File: config.mk
export PLATFORM = sky130hd
export DESIGN_NAME = noc_local_rx
export DESIGN_NICKNAME = d
export VERILOG_FILES = /design/src/rtl/noc_local_rx.sv
export SDC_FILE = /design/constraint.sdc
export NUM_CORES = 1
export LEC_CHECK = 0
export ABC_CLOCK_PERIOD_IN_PS = 2500
export CAP_MARGIN = 20
export CELL_PAD_IN_SITES_DETAIL_PLACEMENT = 0
export CELL_PAD_IN_SITES_GLOBAL_PLACEMENT = 1
export CORE_AREA = 2 2 115 117
export DETAILED_ROUTE_END_ITERATION = 6
export DIE_AREA = 0 0 117 119
export PLACE_DENSITY = 0.8
export SYNTH_ARGS = -nofsm -noshare
export SYNTH_HDL_FRONTEND = slang
export SYNTH_SLANG_ARGS = --single-unit
File: constraint.sdc
create_clock -name clk -period 2.5 [get_ports clk]
set_clock_uncertainty 0.05 [all_clocks]
set_input_delay 0.25 -clock clk [delete_from_list [all_inputs] [get_ports clk]]
set_output_delay 0.25 -clock clk [all_outputs]
set_load 0.005 [all_outputs]
File: src/rtl/noc_local_rx.sv
`timescale 1ns/1ps
// -----------------------------------------------------------------------------
// noc_local_rx
//
// Terminating receiver at the local IP for one router output port. Flits come
// in under credit-based flow control and land in a small FIFO. A parser then
// walks the packets at the FIFO head: a header flit (destination in [7:0]), a
// size flit (payload count N), then N payload flits. Only the payload flits go
// to the IP, over a valid/ready stream with sop/eop markers. The destination and
// size of the current packet are held as sideband for the whole packet.
//
// Optional feature: define NOC_LOCAL_RX_STATS_EN to add saturating
// packet/flit counters (stat_pkts, stat_flits). When the macro is not defined,
// those ports and their logic do not exist.
//
// Ports:
//   clk          clock; all logic runs on posedge
//   rst          synchronous, active-low reset
//   tx           router presents a flit this cycle
//   data_in      flit from the router
//   credit       high when the receiver accepts a flit this cycle
//   out_valid    payload flit available to the IP
//   out_ready    IP accepts the payload flit
//   out_data     payload flit
//   out_sop      first payload flit of the packet
//   out_eop      last payload flit of the packet
//   out_dest     header[7:0] of the current packet
//   out_size     payload count N of the current packet
//   err_misroute one-cycle pulse: header destination != LOCAL_ADDR
//   err_zero_len one-cycle pulse: size flit == 0
//   stat_pkts    (stats build) packets delivered, saturating
//   stat_flits   (stats build) flits accepted into the FIFO, saturating
// -----------------------------------------------------------------------------
module noc_local_rx #(
    parameter int          FLIT_W     = 16,
    parameter int          DEPTH      = 4,
    parameter logic [7:0]  LOCAL_ADDR = 8'h00
) (
    input  logic              clk,
    input  logic              rst,
    input  logic              tx,
    input  logic [FLIT_W-1:0] data_in,
    output logic              credit,
    output logic              out_valid,
    input  logic              out_ready,
    output logic [FLIT_W-1:0] out_data,
    output logic              out_sop,
    output logic              out_eop,
    output logic [7:0]        out_dest,
    output logic [FLIT_W-1:0] out_size,
    output logic              err_misroute,
`ifdef NOC_LOCAL_RX_STATS_EN
    output logic [31:0]       stat_pkts,
    output logic [31:0]       stat_flits,
`endif
    output logic              err_zero_len
);

    localparam int AW = (DEPTH > 1) ? $clog2(DEPTH) : 1;
    localparam int CW = AW + 1;

    typedef enum logic [1:0] {
        S_HDR,
        S_SIZE,
        S_PAYLOAD
    } state_t;

    // FIFO storage and bookkeeping
    logic [FLIT_W-1:0] mem [DEPTH];
    logic [AW-1:0]     wptr;
    logic [AW-1:0]     rptr;
    logic [CW-1:0]     count;
    logic [FLIT_W-1:0] head;
    logic              empty;
    logic              wr_en;
    logic              rd_en;

    // Parser state
    state_t            state;
    logic [FLIT_W-1:0] rem;
    logic              first;
    logic              rst_done;
    logic              xfer;

    assign empty  = (count == '0);
    assign head   = mem[rptr];

    // Credit comes only from registered state. This way the router never sees
    // a combinational path from its own tx back into credit.
    assign credit = rst_done && (count != CW'(DEPTH));
    assign wr_en  = tx && credit;

    // The output stream is presented straight from the FIFO head. out_valid
    // depends only on state and count, never on out_ready.
    assign out_valid = (state == S_PAYLOAD) && !empty;
    assign out_data  = head;
    assign out_sop   = (state == S_PAYLOAD) && first;
    assign out_eop   = (state == S_PAYLOAD) && (rem == FLIT_W'(1));
    assign xfer      = out_valid && out_ready;

    // Header and size flits are consumed internally as soon as they reach the
    // head. A payload flit leaves only on an accepted transfer.
    // NOTE: every signal assigned in always_comb gets a default first, so no
    // path can leave it unassigned and infer a latch.
    always_comb begin
        rd_en = 1'b0;
        case (state)
            S_HDR,
            S_SIZE:    rd_en = !empty;
            S_PAYLOAD: rd_en = xfer;
            default:   rd_en = 1'b0;
        endcase
    end

    // rst_done holds credit low for the first cycle after reset is released.
    // NOTE: sequential state uses non-blocking assignments only, so every
    // flop samples its inputs as they were before the clock edge.
    always_ff @(posedge clk) begin
        if (!rst) rst_done <= 1'b0;
        else      rst_done <= 1'b1;
    end

    // NOTE: the storage array is not reset. Clearing the pointers and count
    // discards its contents, and a reset term would block a RAM mapping.
    always_ff @(posedge clk) begin
        if (wr_en) mem[wptr] <= data_in;
    end

    // Pointers wrap naturally because DEPTH is a power of two. A write and a
    // pop in the same cycle leave count unchanged.
    always_ff @(posedge clk) begin
        if (!rst) begin
            wptr  <= '0;
            rptr  <= '0;
            count <= '0;
        end else begin
            if (wr_en) wptr <= wptr + AW'(1);
            if (rd_en) rptr <= rptr + AW'(1);
            count <= count + CW'(wr_en) - CW'(rd_en);
        end
    end

    // Packet parser
    always_ff @(posedge clk) begin
        if (!rst) begin
            state        <= S_HDR;
            rem          <= '0;
            first        <= 1'b0;
            out_dest     <= '0;
            out_size     <= '0;
            err_misroute <= 1'b0;
            err_zero_len <= 1'b0;
        end else begin
            err_misroute <= 1'b0;
            err_zero_len <= 1'b0;
            case (state)
                S_HDR: begin
                    if (!empty) begin
                        out_dest <= head[7:0];
                        // A misrouted packet is still delivered; it is only flagged.
                        err_misroute <= (head[7:0] != LOCAL_ADDR);
                        state <= S_SIZE;
                    end
                end
                S_SIZE: begin
                    if (!empty) begin
                        out_size <= head;
                        rem      <= head;
                        if (head == '0) begin
                            err_zero_len <= 1'b1;
                            state        <= S_HDR;
                        end else begin
                            first <= 1'b1;
                            state <= S_PAYLOAD;
                        end
                    end
                end
                S_PAYLOAD: begin
                    if (xfer) begin
                        rem   <= rem - FLIT_W'(1);
                        first <= 1'b0;
                        if (rem == FLIT_W'(1)) state <= S_HDR;
                    end
                end
                default: state <= S_HDR;
            endcase
        end
    end

`ifdef NOC_LOCAL_RX_STATS_EN
    // Saturating counters: each one stops at all-ones instead of wrapping.
    always_ff @(posedge clk) begin
        if (!rst) begin
            stat_pkts  <= '0;
            stat_flits <= '0;
        end else begin
            if (xfer && out_eop && (stat_pkts != 32'hFFFF_FFFF))
                stat_pkts <= stat_pkts + 32'd1;
            if (wr_en && (stat_flits != 32'hFFFF_FFFF))
                stat_flits <= stat_flits + 32'd1;
        end
    end
`endif

endmodule

## Word-level counts from Yosys, hierarchy flattened

Memory sizes are Yosys's and may differ from the RTL's. A register that Yosys moved wholly into a read port is not among the register bits.
Cells that the tools add are included.
W data, S select, Z words.

- Add/subtract/negate cells: 5
- Multiply operators: 0
- Div/mod/pow operators: 0
- Magnitude comparators: 0
- Eq/ne operators: 9
- Shift-type cells: 0
- Mux-type cells: 20
- Bitwise operators: 4
- Reduce and logical (&&, ||, !) cells: 20

Operators by type and width:

| operator | count |
|---|---|
| $mux W16 | 2 |
| $pmux W16 S2 | 1 |
| $eq A16 B1 Y1 const B | 1 |
| $logic_not A16 Y1 | 1 |
| $sub A16 B1 Y16 const B | 1 |
| $mux W2 | 7 |
| $ne A2 B2 Y1 const B | 4 |
| $reduce_and A4 Y1 | 2 |
| $reduce_bool A8 Y1 | 1 |
| $mux W1 | 7 |
| $logic_and A1 B1 Y1 | 6 |
| $pmux W2 S3 | 1 |
| $reduce_or A3 Y1 | 2 |
| $add A2 B1 Y2 const B | 2 |
| $not A1 Y1 | 4 |
| $pmux W1 S2 | 2 |
| $reduce_and A2 Y1 | 2 |
| $add A3 B1 Y3 | 1 |
| $logic_not A3 Y1 | 1 |
| $ne A3 B3 Y1 const B | 1 |
| $reduce_and A3 Y1 | 1 |
| $sub A3 B1 Y3 | 1 |
| $eq A2 B1 Y1 const B | 1 |
| $eq A2 B2 Y1 const B | 1 |
| other kinds (5) | 5 |

- Flip-flop bits (word level): 53
- Bits in latches: 0
- Bits in writable memories: 64
- Memory bits (read-only): 0
- Bits of input ports: 20
- Output and inout bits: 46
- Logic and storage cells: 70
- Memories: 1

Memories:

| name | words | width | rd ports | clocked after memory_dff | write ports | line | source |
|---|---|---|---|---|---|---|---|
| mem | 4 | 16 | 1 | 1 | 1 | 69 | `logic [FLIT_W-1:0] mem [DEPTH];` |

## Logic depth before layout (Yosys ltp)

- Depth after elaboration: 7
- Depth in mapped cells: 11
- Mapped depth without buffers: 11

## Worst setup path after synthesis

Ideal clock, no wire load.

- Path kind: flip-flop to flip-flop
- Start point: reg count[1]
- End point: reg count[2]
- Setup time: 0.128 ns
- Data arrival time: 2.159 ns
- Required time: 2.322 ns
- Slack: 0.164 ns
- Stages on the path, launching flop included: 11
- Path buffers: 0
- Clock period less this slack: 2.336 ns
- Path through: dfxtp_1 -> nor3_1 -> a21oi_1 -> ha_1 -> inv_1 -> ha_1 -> inv_1 -> fa_1 -> xor2_1 -> xnor2_1 -> nor2_1

- Cells in the longest elaborated chain, start to end: 6

RTL lines:

| element | line | source |
|---|---|---|
| from (decl) | 72 | `logic [CW-1:0] count;` |
| from (signal assigned) | 139 | `count <= count + CW'(wr_en) - CW'(rd_en);` |
| $logic_not A3 Y1 (*) | 85 | `assign empty = (count == '0);` |
| $logic_not A1 Y1 (*) | n/a |  |
| $logic_and A1 B1 Y1 | 95 | `assign out_valid = (state == S_PAYLOAD) && !empty;` |
| $logic_and A1 B1 Y1 | 99 | `assign xfer = out_valid && out_ready;` |
| $pmux W1 S2 (*) | 107 | `case (state)` |
| named net rd_en | 76 | `logic rd_en;` |
| $sub A3 B1 Y3 (*) | 139 |  |

Mark *: on every way through the listed nets, which the timed path passes. The rest lies on a longest branch.
A chain may end at the register's enable or synchronous reset.

==> results.txt <==
- Synth cell count leaders: 64 x sky130_fd_sc_hd__edfxtp_1, 55 x sky130_fd_sc_hd__dfxtp_1, 54 x sky130_fd_sc_hd__nand2_1
- The first global-routing pass estimated about 18 mm of wire.
- At the end of the flow, the number of nets in the layout was slightly above 500.
- Fill cell instance count of the final layout: approximately 1,100
- Proportion of synthesized flip-flops having asynchronous set or reset: 0%
- Share of synthesized area occupied by flip-flops and latches: between 60% and 70%
* Logic depth of the worst register-to-register path: 11
* Final period utilization: between 90% and 100%
- Gr usage total: 17.7%
* Hold wc startpoint: out_size[11]
- Across the run, the number of max-cap violations was 0.
- Setup repair after global routing left no endpoint under its margin.
- In this run, CTS created clock tree buffers numbering 17.
* Non-filler cells in the finished layout: a little under 700
* Min-Delay Endpoint: out_size[11]
* Die Span Y: approximately 120 um
* Number of enable flip-flop cells after synthesis: 64
- The later pin in the worst-skew pair is clocked with a latency of approximately 0.40 ns.
- Number of global-route vias before repair: between 3,000 and 4,000
- Number of top-level design ports: 66
- After detailed routing, the average wire length per cell comes to ~17 um.
* Routability-driven placement congestion ratio: 0.766
- Startpoint of the worst-slack reg-to-reg timing path: count[1]
- Post-Synth Adder-Cell Area: ~2.5%
- Leakage dissipation: between 2 and 2.5 nW
- Top-area cell type share of the netlist area: approximately 40%
- The number of hold-slack violations in the final timing report was 0.
- After layout, the design draws a total of just under 0.008 W.
* Required time of the worst setup path: between 2 and 2.5 ns
* Routed via count divided by cell count: 5.16
- Worst max-slew margin expressed relative to the limit: approximately 55%
* Netlist cell types: between 40 and 50
- Worst hold path stage count: 2
* Synthesized area divided by synthesized cell count: around 12 um2
- Width of the chip: ~120 um
* Via total after detailed routing: around 3,500
- The worst setup path is launched from a flop.
- The number of antenna violations at the first check in global routing was 0.
- DP HPWL: between 7 and 8 mm
* Number of cells in the design after placement: 640
- Fraction of the mapped netlist area in compound gates: 9.59%
* Drt total wl: 11.5 mm
- Data on the critical path arrives at its endpoint at roughly 2.1 ns.
* Drt drc: 0
* Deepest clock path buffer count: 2
- Critical setup path kind: reg -> out
- Register bit total from synthesis: 119
* Highest net fanout along the worst path: 12
- During synthesis, Yosys emitted a total of 0 warnings.
- Ratio of cells with drive above 1 in the final layout: roughly 14%
- Summed over all layers, the global routing overflow is 0.
- Cell accounting for the most synthesized area: sky130_fd_sc_hd__edfxtp_1
- Parity-gate share of the synthesized area counting xor and xnor cells: less than 1%
* Post-detailed-route count of antenna-violating nets: 0
- In this run the clock root is driven by a sky130_fd_sc_hd__clkbuf_16.
- The first routing iteration left ~220 violations.
- Primary FF master, synth: sky130_fd_sc_hd__edfxtp_1
- Core footprint: 12,900 um2
* Number of rows in the core area: 42
* FF-to-FF setup slack: 0.17 ns
- The run finished with clean final reports.
- Counting I/O delays and the setup requirement, the final critical path takes 2.39 ns.
- Counting every net in the synthesized netlist gives around 430.
- Setup Viol. Count Final: 0
* Total Neg Setup Slack: 0 ns
* Maximum number of pins on one net before global-route repair: 29
* Area of the mapped netlist: roughly 4900 um2
- Worst hold path class: reg -> reg
* Number of levels the H-tree was split into: 4
- Max frequency: between 400 and 500 MHz
- Synthesis produced approximately 400 cells.
- At the pin with the least slew margin, the transition time is 0.667 ns.
- The die covers ~14,000 um2.
* Number of input and output port buffers inserted: 65
- Peak ir drop on the vdd network: around 0.55 mV
- Relative to the synthesized area, the layout overhead comes to 31.4%.
- Dominant cell by count in the synthesized netlist: sky130_fd_sc_hd__edfxtp_1
- Reg clk slew, reported paths: approximately 0.050 ns
- By area, the combinational part of the netlist is dominated by simple AND/OR/NAND/NOR gates.
* Antenna diode instance count: 0
* CTS tree: done
* Count of pins over their slew limit: 0
- Ranked by total cell area, the synthesized netlist is headed by sky130_fd_sc_hd__edfxtp_1 40%, sky130_fd_sc_hd__dfxtp_1 23%, sky130_fd_sc_hd__mux4_2 7.4%, sky130_fd_sc_hd__nand2_1 4.2%, sky130_fd_sc_hd__a21oi_1 3.6%.
- Capture point of the worst reg-to-reg path: count[2]
* Effective utilization at floorplan: 37.7%
- Summing the areas of all and, or, nand and nor instances in the mapped netlist gives around an eighth of the synthesized area.
- The worst setup path is captured at an output port.
- Power per standard cell area: 1240 nW/um2
- Counting every sink on the clock net gives 119.
- For this run, the detailed router's first-pass iteration total came to 4.
- Mux cell area share after synthesis: a little under a tenth
worst max-delay path: stages, from the launching register on:
cell and delay [ns]:
sky130_fd_sc_hd__dfxtp_1 0.35, sky130_fd_sc_hd__buf_6 0.22, sky130_fd_sc_hd__mux4_2 0.63, sky130_fd_sc_hd__clkdlybuf4s50_1 0.49
area by class of cell:
type	count	area (um2)	area share, %
clock buffer	22	444	6.96
clock inverter	10	129	2.02
inverter	8	30.0	0.471
multi-input combinational	250	1710	26.8
sequential	119	3020	47.4
tap	176	220	3.45
timing repair buffer	88	826	12.9
stage by stage:
| step | setup slack [ns] | hold slack, ns | utilization (%) | cell area (um2) |
|---|---|---|---|---|
| after floorplan | 0.164 | 0.228 | - | 4850 |
| after global placement | 0.128 | 0.393 | 45.0 | 5790 |
| after detailed placement | 0.00930 | 0.401 | 45.0 | 5790 |
| after CTS | 0.0121 | 0.408 | 49.5 | 6380 |
| after global routing | 0.0285 | 0.420 | 49.6 | 6380 |
| final | 0.107 | 0.409 | 49.6 | 6380 |
power by group:
group          total (W)  internal [W]  switching [W]
clock            0.00236       0.00155       0.000811
sequential       0.00263       0.00239       0.000244
combinational    0.00294       0.00141        0.00153
total            0.00794       0.00535        0.00259
repair_timing:
item                       CTS  global route
setup buffers                1             0
resized for setup            2             2
setup endpoints to repair    2             7
hold buffers                 0             0
worst max-delay path by stage:
stage                   to  slack [ns]
6_report       out_data[2]        0.11
5_1_grt        out_data[2]        0.03
3_3_place_gp      count[2]        0.13
2_1_floorplan     count[2]        0.16
3_5_place_dp      count[2]       0.009
4_1_cts        out_data[4]        0.01
layout by cell type, fill, tap and decap left out, types with 4 or more instances in the layout:
cell	n
sky130_fd_sc_hd__a211oi_1	5
sky130_fd_sc_hd__a21oi_1	35
sky130_fd_sc_hd__a22o_1	4
sky130_fd_sc_hd__a31oi_1	4
sky130_fd_sc_hd__and3_1	5
sky130_fd_sc_hd__buf_4	22
sky130_fd_sc_hd__clkbuf_1	5
sky130_fd_sc_hd__clkbuf_16	17
sky130_fd_sc_hd__clkdlybuf4s50_1	64
sky130_fd_sc_hd__clkinv_2	4
sky130_fd_sc_hd__dfxtp_1	54
sky130_fd_sc_hd__edfxtp_1	64
sky130_fd_sc_hd__ha_1	8
sky130_fd_sc_hd__inv_1	8
sky130_fd_sc_hd__mux2i_1	9
sky130_fd_sc_hd__mux4_2	16
sky130_fd_sc_hd__nand2_1	54
sky130_fd_sc_hd__nand2b_1	4
sky130_fd_sc_hd__nand3_1	5
sky130_fd_sc_hd__nor2_1	32
sky130_fd_sc_hd__nor3_1	10
sky130_fd_sc_hd__nor4_1	7
sky130_fd_sc_hd__o21ai_0	15
routing by layer:
layer  part of all wire (%)  track usage, %
met5                      0               0
met4                    2.2            8.16
met3                    5.3            4.48
met2                     49            27.7
met1                     44            22.9
registers in the layout, indices dropped and copies added, names as in the netlist, 2 cells and up, named ones only:
signal and cells:
rem 16, count 3, mem 64, rptr 2, out_size 16, wptr 2, state 2, out_dest 8
cell families (layout without fill, tap and decap cells):
family,Yosys count,count (layout)
AO/OA/AOI/OAI,77,77
XOR/XNOR,5,5
adder cells (fa/ha/maj),9,9
buffers and inverters,33,128
flip-flops,119,119
multiplexers,25,25
AND/OR/NAND/NOR,134,134
Power figures use the tool's default switching activity.
